==> src/rtl/memory_game_core.sv <==
// memory_game_core: Genius-style memory-sequence engine (storage, input path, timer and controller)
// Optional feature macro: MEMORY_GAME_TIMEOUT_EN enables the per-play timer and the timeout output.
// Ports:
//   clock       rising-edge clock
//   reset       asynchronous active-low reset
//   iniciar     start a game from IDLE, WIN or LOSE
//   botoes      raw key levels, one bit per key
//   pronto      game over (WIN or LOSE)
//   acertou     game won
//   errou       game lost
//   timeout     loss caused by the play timer
//   db_estado   controller state encoding
//   db_rodada   current round index
//   db_endereco current sequence address
//   db_jogada   last registered play
//   db_memoria  stored word at db_endereco
module memory_game_core #(
  parameter int W       = 4,
  parameter int DEPTH   = 16,
  parameter int TIMEOUT = 3000
) (
  input  logic                       clock,
  input  logic                       reset,
  input  logic                       iniciar,
  input  logic [W-1:0]               botoes,
  output logic                       pronto,
  output logic                       acertou,
  output logic                       errou,
  output logic                       timeout,
  output logic [3:0]                 db_estado,
  output logic [$clog2(DEPTH)-1:0]   db_rodada,
  output logic [$clog2(DEPTH)-1:0]   db_endereco,
  output logic [W-1:0]               db_jogada,
  output logic [W-1:0]               db_memoria
);
  localparam int AW = $clog2(DEPTH);
  typedef enum logic [3:0] {
    IDLE      = 4'd0,
    PREP      = 4'd1,
    WAIT_PLAY = 4'd2,
    REG_PLAY  = 4'd3,
    CMP       = 4'd4,
    WAIT_NEW  = 4'd5,
    REG_NEW   = 4'd6,
    STORE     = 4'd7,
    NEXT      = 4'd8,
    WIN       = 4'd9,
    LOSE      = 4'd10
  } state_t;
  state_t          state_q, state_d;
  logic [AW-1:0]   rodada_q, rodada_d;
  logic [AW-1:0]   endereco_q, endereco_d;
  logic [W-1:0]    jogada_q, jogada_d;
  logic [W-1:0]    s_bot_q;
  logic            tem_q;
  logic            valid_q, valid_d;
  logic            timeout_q, timeout_d;
  logic            we;
  logic            expired;
  logic            in_wait;
  logic            tem_jogada;
  logic            jogada_feita;
  logic            onehot;
  logic [W-1:0]    mem [DEPTH];
  logic [W-1:0]    mem_rd;
  assign tem_jogada   = |s_bot_q;
  assign jogada_feita = tem_jogada & ~tem_q;
  assign onehot       = tem_jogada && ((s_bot_q & (s_bot_q - W'(1))) == '0);
  assign in_wait      = (state_q == WAIT_PLAY) || (state_q == WAIT_NEW);
  assign mem_rd       = mem[endereco_q];
`ifdef MEMORY_GAME_TIMEOUT_EN
  localparam int TW = $clog2(TIMEOUT + 1);
  logic [TW-1:0] timer_q;
  // Runs only while waiting for a press; any other state clears it, so each WAIT entry starts at zero.
  always_ff @(posedge clock or negedge reset) begin
    if (!reset) timer_q <= '0;
    else        timer_q <= in_wait ? timer_q + TW'(1) : '0;
  end
  assign expired = in_wait && (timer_q == TW'(TIMEOUT - 1));
`else
  assign expired = 1'b0;
`endif
  always_ff @(posedge clock or negedge reset) begin
    if (!reset) begin
      state_q    <= IDLE;
      rodada_q   <= '0;
      endereco_q <= '0;
      jogada_q   <= '0;
      s_bot_q    <= '0;
      tem_q      <= 1'b0;
      valid_q    <= 1'b0;
      timeout_q  <= 1'b0;
    end else begin
      state_q    <= state_d;
      rodada_q   <= rodada_d;
      endereco_q <= endereco_d;
      jogada_q   <= jogada_d;
      s_bot_q    <= botoes;
      tem_q      <= tem_jogada;
      valid_q    <= valid_d;
      timeout_q  <= timeout_d;
    end
  end
  // Storage has no reset; only addresses written earlier in the current game are ever compared.
  always_ff @(posedge clock) begin
    if (we) mem[rodada_q] <= jogada_q;
  end
  always_comb begin
    state_d    = state_q;
    rodada_d   = rodada_q;
    endereco_d = endereco_q;
    jogada_d   = jogada_q;
    timeout_d  = timeout_q;
    // Press validity is sampled on the detection cycle, before the key may change.
    valid_d    = jogada_feita ? onehot : valid_q;
    we         = 1'b0;
    case (state_q)
      IDLE: state_d = iniciar ? PREP : IDLE;
      PREP: begin
        rodada_d   = '0;
        endereco_d = '0;
        jogada_d   = '0;
        timeout_d  = 1'b0;
        state_d    = WAIT_NEW;
      end
      WAIT_PLAY: begin
        if (jogada_feita) state_d = REG_PLAY;
        else if (expired) begin
          state_d   = LOSE;
          timeout_d = 1'b1;
        end
      end
      REG_PLAY: begin
        jogada_d = s_bot_q;
        state_d  = CMP;
      end
      CMP: begin
        if (!valid_q || jogada_q != mem_rd) state_d = LOSE;
        else if (endereco_q == rodada_q - AW'(1)) begin
          endereco_d = rodada_q;
          state_d    = WAIT_NEW;
        end else begin
          endereco_d = endereco_q + AW'(1);
          state_d    = WAIT_PLAY;
        end
      end
      WAIT_NEW: begin
        endereco_d = rodada_q;
        if (jogada_feita) state_d = REG_NEW;
        else if (expired) begin
          state_d   = LOSE;
          timeout_d = 1'b1;
        end
      end
      REG_NEW: begin
        if (!valid_q) state_d = LOSE;
        else begin
          jogada_d = s_bot_q;
          state_d  = STORE;
        end
      end
      STORE: begin
        we      = 1'b1;
        state_d = (rodada_q == AW'(DEPTH - 1)) ? WIN : NEXT;
      end
      NEXT: begin
        rodada_d   = rodada_q + AW'(1);
        endereco_d = '0;
        state_d    = WAIT_PLAY;
      end
      WIN, LOSE: state_d = iniciar ? PREP : state_q;
      default: state_d = IDLE;
    endcase
  end
  assign pronto      = (state_q == WIN) || (state_q == LOSE);
  assign acertou     = state_q == WIN;
  assign errou       = state_q == LOSE;
  assign timeout     = errou & timeout_q;
  assign db_estado   = state_q;
  assign db_rodada   = rodada_q;
  assign db_endereco = endereco_q;
  assign db_jogada   = jogada_q;
  // Masked in IDLE so the unreset storage never shows through after reset.
  assign db_memoria  = (state_q == IDLE) ? '0 : mem_rd;
endmodule

==> config.mk <==
export PLATFORM = sky130hd
export DESIGN_NAME = memory_game_core
export DESIGN_NICKNAME = d
export VERILOG_FILES = /design/src/rtl/memory_game_core.sv
export SDC_FILE = /design/constraint.sdc
export NUM_CORES = 1
export LEC_CHECK = 0
export CAP_MARGIN = 40
export CELL_PAD_IN_SITES_DETAIL_PLACEMENT = 2
export CELL_PAD_IN_SITES_GLOBAL_PLACEMENT = 2
export CORE_MARGIN = 2
export CORE_UTILIZATION = 44
export CTS_CLUSTER_DIAMETER = 100
export DETAILED_ROUTE_END_ITERATION = 8
export GPL_TIMING_DRIVEN = 0
export PLACE_DENSITY_LB_ADDON = 0.1
export SLEW_MARGIN = 10
export SYNTH_ARGS = -nofsm -noshare
export SYNTH_HDL_FRONTEND = slang
export SYNTH_SLANG_ARGS = --single-unit
==> constraint.sdc <==
create_clock -name clock -period 5.85 [get_ports clock]
set_input_delay 0.585 -clock clock [delete_from_list [all_inputs] [get_ports clock]]
set_output_delay 0.585 -clock clock [all_outputs]
set_load 0.02 [all_outputs]
# [Yosys cells after proc, flatten, opt, wreduce, memory -nomap -nowiden]
# Memories as Yosys holds them, arrays and structs flattened.
# Index checks and enable logic that the tools add are counted.
[totals] output_inout_bits=24 mem_bits_rw=64 memories=1 regBits=22 wordCells=67
[classes] n_reduce_logical=15 muxes=19 n_eq_ne=18 add_sub_neg=4 bitwise=3
[mem_list] name="mem" depth=16 word_bits=4 rd=1 rd_ports_with_merged_regs=0 write_ports=1 line_no="64" text="logic [W-1:0] mem [DEPTH];"
[op_table] operator="4-bit case mux with 10 select lines" count=1
[op_table] operator="4-bit 2-to-1 mux" count=9
[op_table] operator="4-bit case mux with 3 select lines" count=2
[op_table] operator="4-bit by 3-bit == test with 1-bit output (second input constant)" count=4
[op_table] operator="4-bit == test (second input constant)" count=4
[op_table] operator="2-bit inequality test (second input constant)" count=5
[op_table] operator="4-bit by 1-bit adder with 4-bit output (second input constant)" count=2
[op_table] operator="4-bit by 2-bit == test with 1-bit output (second input constant)" count=2
[op_table] operator="4-bit zero test" count=2
[op_table] operator="4-bit case mux with 2 select lines" count=1
[op_table] operator="4-bit by 1-bit subtractor with 4-bit output (second input constant)" count=2
[op_table] operator="3-bit nonzero test" count=2
[op_table] operator="1-bit 2-to-1 mux" count=5
[op_table] operator="4-bit AND" count=1
[op_table] operator="4-bit by 1-bit == test with 1-bit output (second input constant)" count=1
[op_table] operator="4-bit == test" count=1
[op_table] operator="4-bit inequality test" count=1
[op_table] operator="2-bit AND reduction" count=2
[op_table] operator="2-bit OR reduction" count=2
[op_table] operator="4-bit OR reduction" count=1
[op_table] operator="3-bit 2-to-1 mux" count=1
[op_table] operator="3-bit AND reduction" count=1
[op_table] operator="1-bit logical OR" count=2
[op_table] operator="2-bit nonzero test" count=1
[op_table] operator="other kinds (4)" count=4

# [Logic depth before layout (Yosys ltp)]
[depth] depth_word=5 mapped_depth=10 mapped_depth_nobuf=9

# [Worst setup path after synthesis]
# OpenSTA, ideal clock, no wires.
[synth_timing] path_kind="register -> register" start="register endereco_q[1], in the netlist db_endereco[1]" end="register endereco_q[1], in the netlist db_endereco[1]" slack_ns=3.262 arrival_time_ns=2.461 path_stages_with_launch=10 setup_time_ns=0.128 n_path_buf=2 synth_period_minus_slack_ns=2.588 required_ns=5.722 path_cell_list="dfrtp_1 > buf_6 > buf_6 > mux4_2 > mux2i_1 > mux2i_1 > xor2_1 > nor4_4 > a21oi_2 > mux2_1"
[synth_between] elab_chain_len=5
[synth_rtl] element="start: declaration" line_no="52" text="logic [AW-1:0] endereco_q, endereco_d;"
[synth_rtl] element="start signal: assignment" line_no="96" text="endereco_q <= endereco_d;"
[synth_rtl] element="memory 16 x 4 bit"
[synth_rtl] element="4-bit inequality test" line_no="138" text="if (!valid_q || jogada_q != mem_rd) state_d = LOSE;"
[synth_rtl] element="1-bit logical OR" line_no="138"
[synth_rtl] element="2-bit inequality test (no line)"
[synth_rtl] element="2-bit AND reduction (no line)"
# Parallel ways exist; a longest one is shown, timed or not. The select of a mux whose other input is x is not followed.
# A chain may end at the register's enable or synchronous reset.

# [Final worst setup path]
[layout_timing] start="register endereco_q[1], in the netlist db_endereco[1]" end="output db_memoria[2]"
[layout_between] elab_chain_len=2
[layout_rtl] element="memory 16 x 4 bit"
[layout_rtl] element="4-bit 2-to-1 mux" line_no="184" text="assign db_memoria = (state_q == IDLE) ? '0 : mem_rd;"
[layout_rtl] element="end: declaration" line_no="34" text="output logic [W-1:0] db_memoria"
# Every way passes these cells.

==> results by group <==
Status
  – Status: complete, no violations

Timing
  – RSZ-0062 raised after global routing: no
  – Setup TNS: 0 ns
  – Slew headroom: between 40% and 50%
  – Clock Skew: 0.0118 ns
  – Period utilization: 62.0%
  – Pins over their slew limit: 0
  – Hold_ws: between 0.5 and 0.6 ns
  – Worst slew pin tran: around 0.83 ns
  – Final setup fails: 0
  – Final hold viol count: 0
  – Worst setup margin: 2.22 ns
  – Tmin final: ~3.6 ns
  – FMAX: 276 MHz

Place
  – IO Port Bufs: 29
  – DP HPWL: ~8600 um
  – Post-place setup slack: 2.65 ns
  – Placer congestion estimate: 0.794

Setup path
  – CP max FO: 10
  – Worst EP required: 5.27 ns
  – WP data arrival: 3.04 ns
  – Top Family by Delay on Critical Path: buffers and inverters
  – Crit-path max cell delay: 0.66 ns
  – Slowest stage cell on the critical path: nor4_1
  – Crit path depth: 8
  – Crit path capture type: primary output
  – CP Class: reg2out
  – Worst path cell trace: buf_6 > buf_6 > buf_6 > nor3b_1 > nor4_1 > nand2b_1 > a21oi_1 > clkdlybuf4s50_1
  – Worst R2R Path Depth: 9
  – Crit path buffers/inverters: 4
  – Element type at the critical path start: flip-flop
  – Most used cell, CP: buf_6

Routing
  – DRT iter0 DRCs: ~160
  – Routed Antenna Nets: 0
  – Routed WL: 12700 um
  – DRC errors left: 0
  – Via/cell ratio: 5.77
  – 1st-pass router iterations: 4
  – Avg WL per Cell: 25.7 um
  – Overall via count from detail_route: 2850

Floorplanning
  – Initial core utilization: 45.2%
  – Placeable Area: 0.00924 mm^2
  – Die Height: 101 um
  – Width of the chip: approximately 100 um
  – Die Area: between 0.01 and 0.015 mm^2
  – # rows: 35
  – Ports: 31

Synth
  – Post-synth cell types: 53
  – Ys Warns: 0
  – #FFs+latches synth: 86
  – Post-Syn Area per Cell: around 13 um^2
  – Ys flop type: edfxtp_1
  – EDFF count, synth: 64
  – Syn Inst Count: about 320
  – Synth Cell Area: approximately 0.0042 mm^2
  – Syn_nets: 332
  – Post-synthesis sequential area ratio: 59.2%
  – FFs w/ async S/R, synth: 25.6%

Power and ir drop
  – Peak supply drop: about 220 uV
  – PwrDens: 495 mW/mm^2
  – Leakage power: 1.73 nW
  – Tot Pwr: 0.00240 W

CTS
  – Setup Buffers After CTS: 0
  – Clk slew on worst S/H paths: 0.10 ns
  – CTS Buffer Depth: 2
  – Clk_lat worst skew: 0.37 ns
  – CTS tree: done
  – Root Driver: clkbuf_8
  – Hold buffers post-CTS: 0
  – CTS Sinks: 86
  – H-tree depth: 3
  – PostCTS Resize Cnt: 0
  – Cts bufs inserted: 9

GRT
  – First-pass GRT wire length: 19500 um
  – Initial antenna violation count: 0
  – Total grt overflow: 0
  – Overall Global Routing Usage: about a quarter
  – Largest net degree at the start of global routing: 22
  – Vias in the first global route: 3121

Final layout
  – Fin nets: 373
  – Antenna Cells: 0
  – Leading cell types in the layout, fill and taps excluded: edfxtp_1 (64), clkdlybuf4s50_1 (29), nor2_1 (26), nand2_1 (26), dfrtp_1 (22)
  – Fin util: 52.6%
  – Share of cells above drive strength 1: 12.1%
  – Most common cell after layout, fill and taps aside: edfxtp_1
  – Area Growth Syn to Fin: 16.3%

Hold path
  – Hold crit path type: in2async

Run
  – Max_cap viols: 0
## cells by family after synthesis
kind of cell    after synthesis  share of synthesized area, %
mux                          31                          11.7
other cells                   1                        0.0898
compound gates               53                          8.66
buf+inv                      27                          3.51
xor+xnor                     11                          2.31
fa+ha+maj                     6                          1.80
simple gates                104                          12.7
flops                        86                          59.2
## worst paths after layout
check / startpoint / endpoint / slack, ns
max in group asynchronous: reset / db_jogada[1] / 4.90
worst min register to register: tem_q / valid_q / 0.50
min in group clock: tem_q / valid_q / 0.50
worst max register to register: db_endereco[1] / db_endereco[3] / 2.71
worst max-delay path: db_endereco[1] / db_memoria[2] / 2.22
worst min-delay path: reset / db_estado[3] / 0.50
## cell usage after synthesis, types with 2 or more instances
| cell | count | share of area, % |
|---|---|---|
| nand3_1 | 4 | 0.48 |
| nor2_1 | 26 | 2.3 |
| a211o_1 | 2 | 0.42 |
| dfrtp_1 | 22 | 13 |
| buf_6 | 4 | 1.1 |
| a22o_1 | 5 | 1.0 |
| mux2_2 | 3 | 0.81 |
| a32o_1 | 3 | 0.72 |
| a22oi_1 | 3 | 0.54 |
| or4_1 | 2 | 0.36 |
| ha_1 | 6 | 1.8 |
| mux4_1 | 2 | 1.3 |
| nand2_1 | 26 | 2.3 |
| nand2b_1 | 10 | 1.5 |
| inv_1 | 7 | 0.63 |
| o31ai_1 | 2 | 0.36 |
| clkbuf_1 | 9 | 0.81 |
| mux2_1 | 2 | 0.54 |
| or3_1 | 2 | 0.30 |
| nor3_1 | 10 | 1.2 |
| nor4_1 | 2 | 0.30 |
| nor2b_1 | 8 | 1.2 |
| and3_1 | 3 | 0.45 |
| xor2_1 | 4 | 0.84 |
| nor3b_1 | 3 | 0.54 |
| o311ai_0 | 2 | 0.42 |
| buf_4 | 3 | 0.54 |
| a21oi_1 | 8 | 0.96 |
| mux4_2 | 10 | 5.4 |
| edfxtp_1 | 64 | 46 |
| o21ai_0 | 18 | 2.2 |
| nand4_1 | 3 | 0.45 |
| mux2i_1 | 13 | 3.1 |
| buf_2 | 3 | 0.36 |
| xnor2_1 | 7 | 1.5 |
## layer usage
| layer | GRT usage (%) | vias up | part of all wire (%) |
|---|---|---|---|
| li1 | - | 1273 | - |
| met1 | 36.5 | 1491 | 44 |
| met2 | 44.2 | 72 | 51 |
| met3 | 4.62 | 14 | 3.5 |
| met4 | 7.59 | 0 | 1.4 |
| met5 | 0 | - | 0 |
## per-stage QoR
stage	area (um^2)	std cells
floorplan	4170	319
global placement	4630	477
detailed placement	4650	478
CTS	4860	494
global route	4860	494
finish	4860	494
## flip-flops by register name, indices dropped and copies added, names as in the netlist
name and count:
db_endereco 4, tem_q 1, mem 64, db_jogada 4, db_estado 4, s_bot_q 4, db_rodada 4, valid_q 1
## cell type report
class | instances | area [um^2]
buffer | 20 | 120
multi-input combinational | 206 | 1560
tap | 129 | 161
inverter | 7 | 26.3
fill | 896 | 4380
timing repair buffer | 30 | 318
clock buffer | 9 | 124
sequential | 86 | 2470
clock inverter | 7 | 78.8
## power breakdown
group          internal [W]  total [W]  leakage (nW)  switching (W)
clock              0.000204   0.000447         0.100       0.000244
sequential         0.000769   0.000913         0.863       0.000145
combinational      0.000434    0.00104         0.764       0.000607
(Power assumes the default switching activity.)
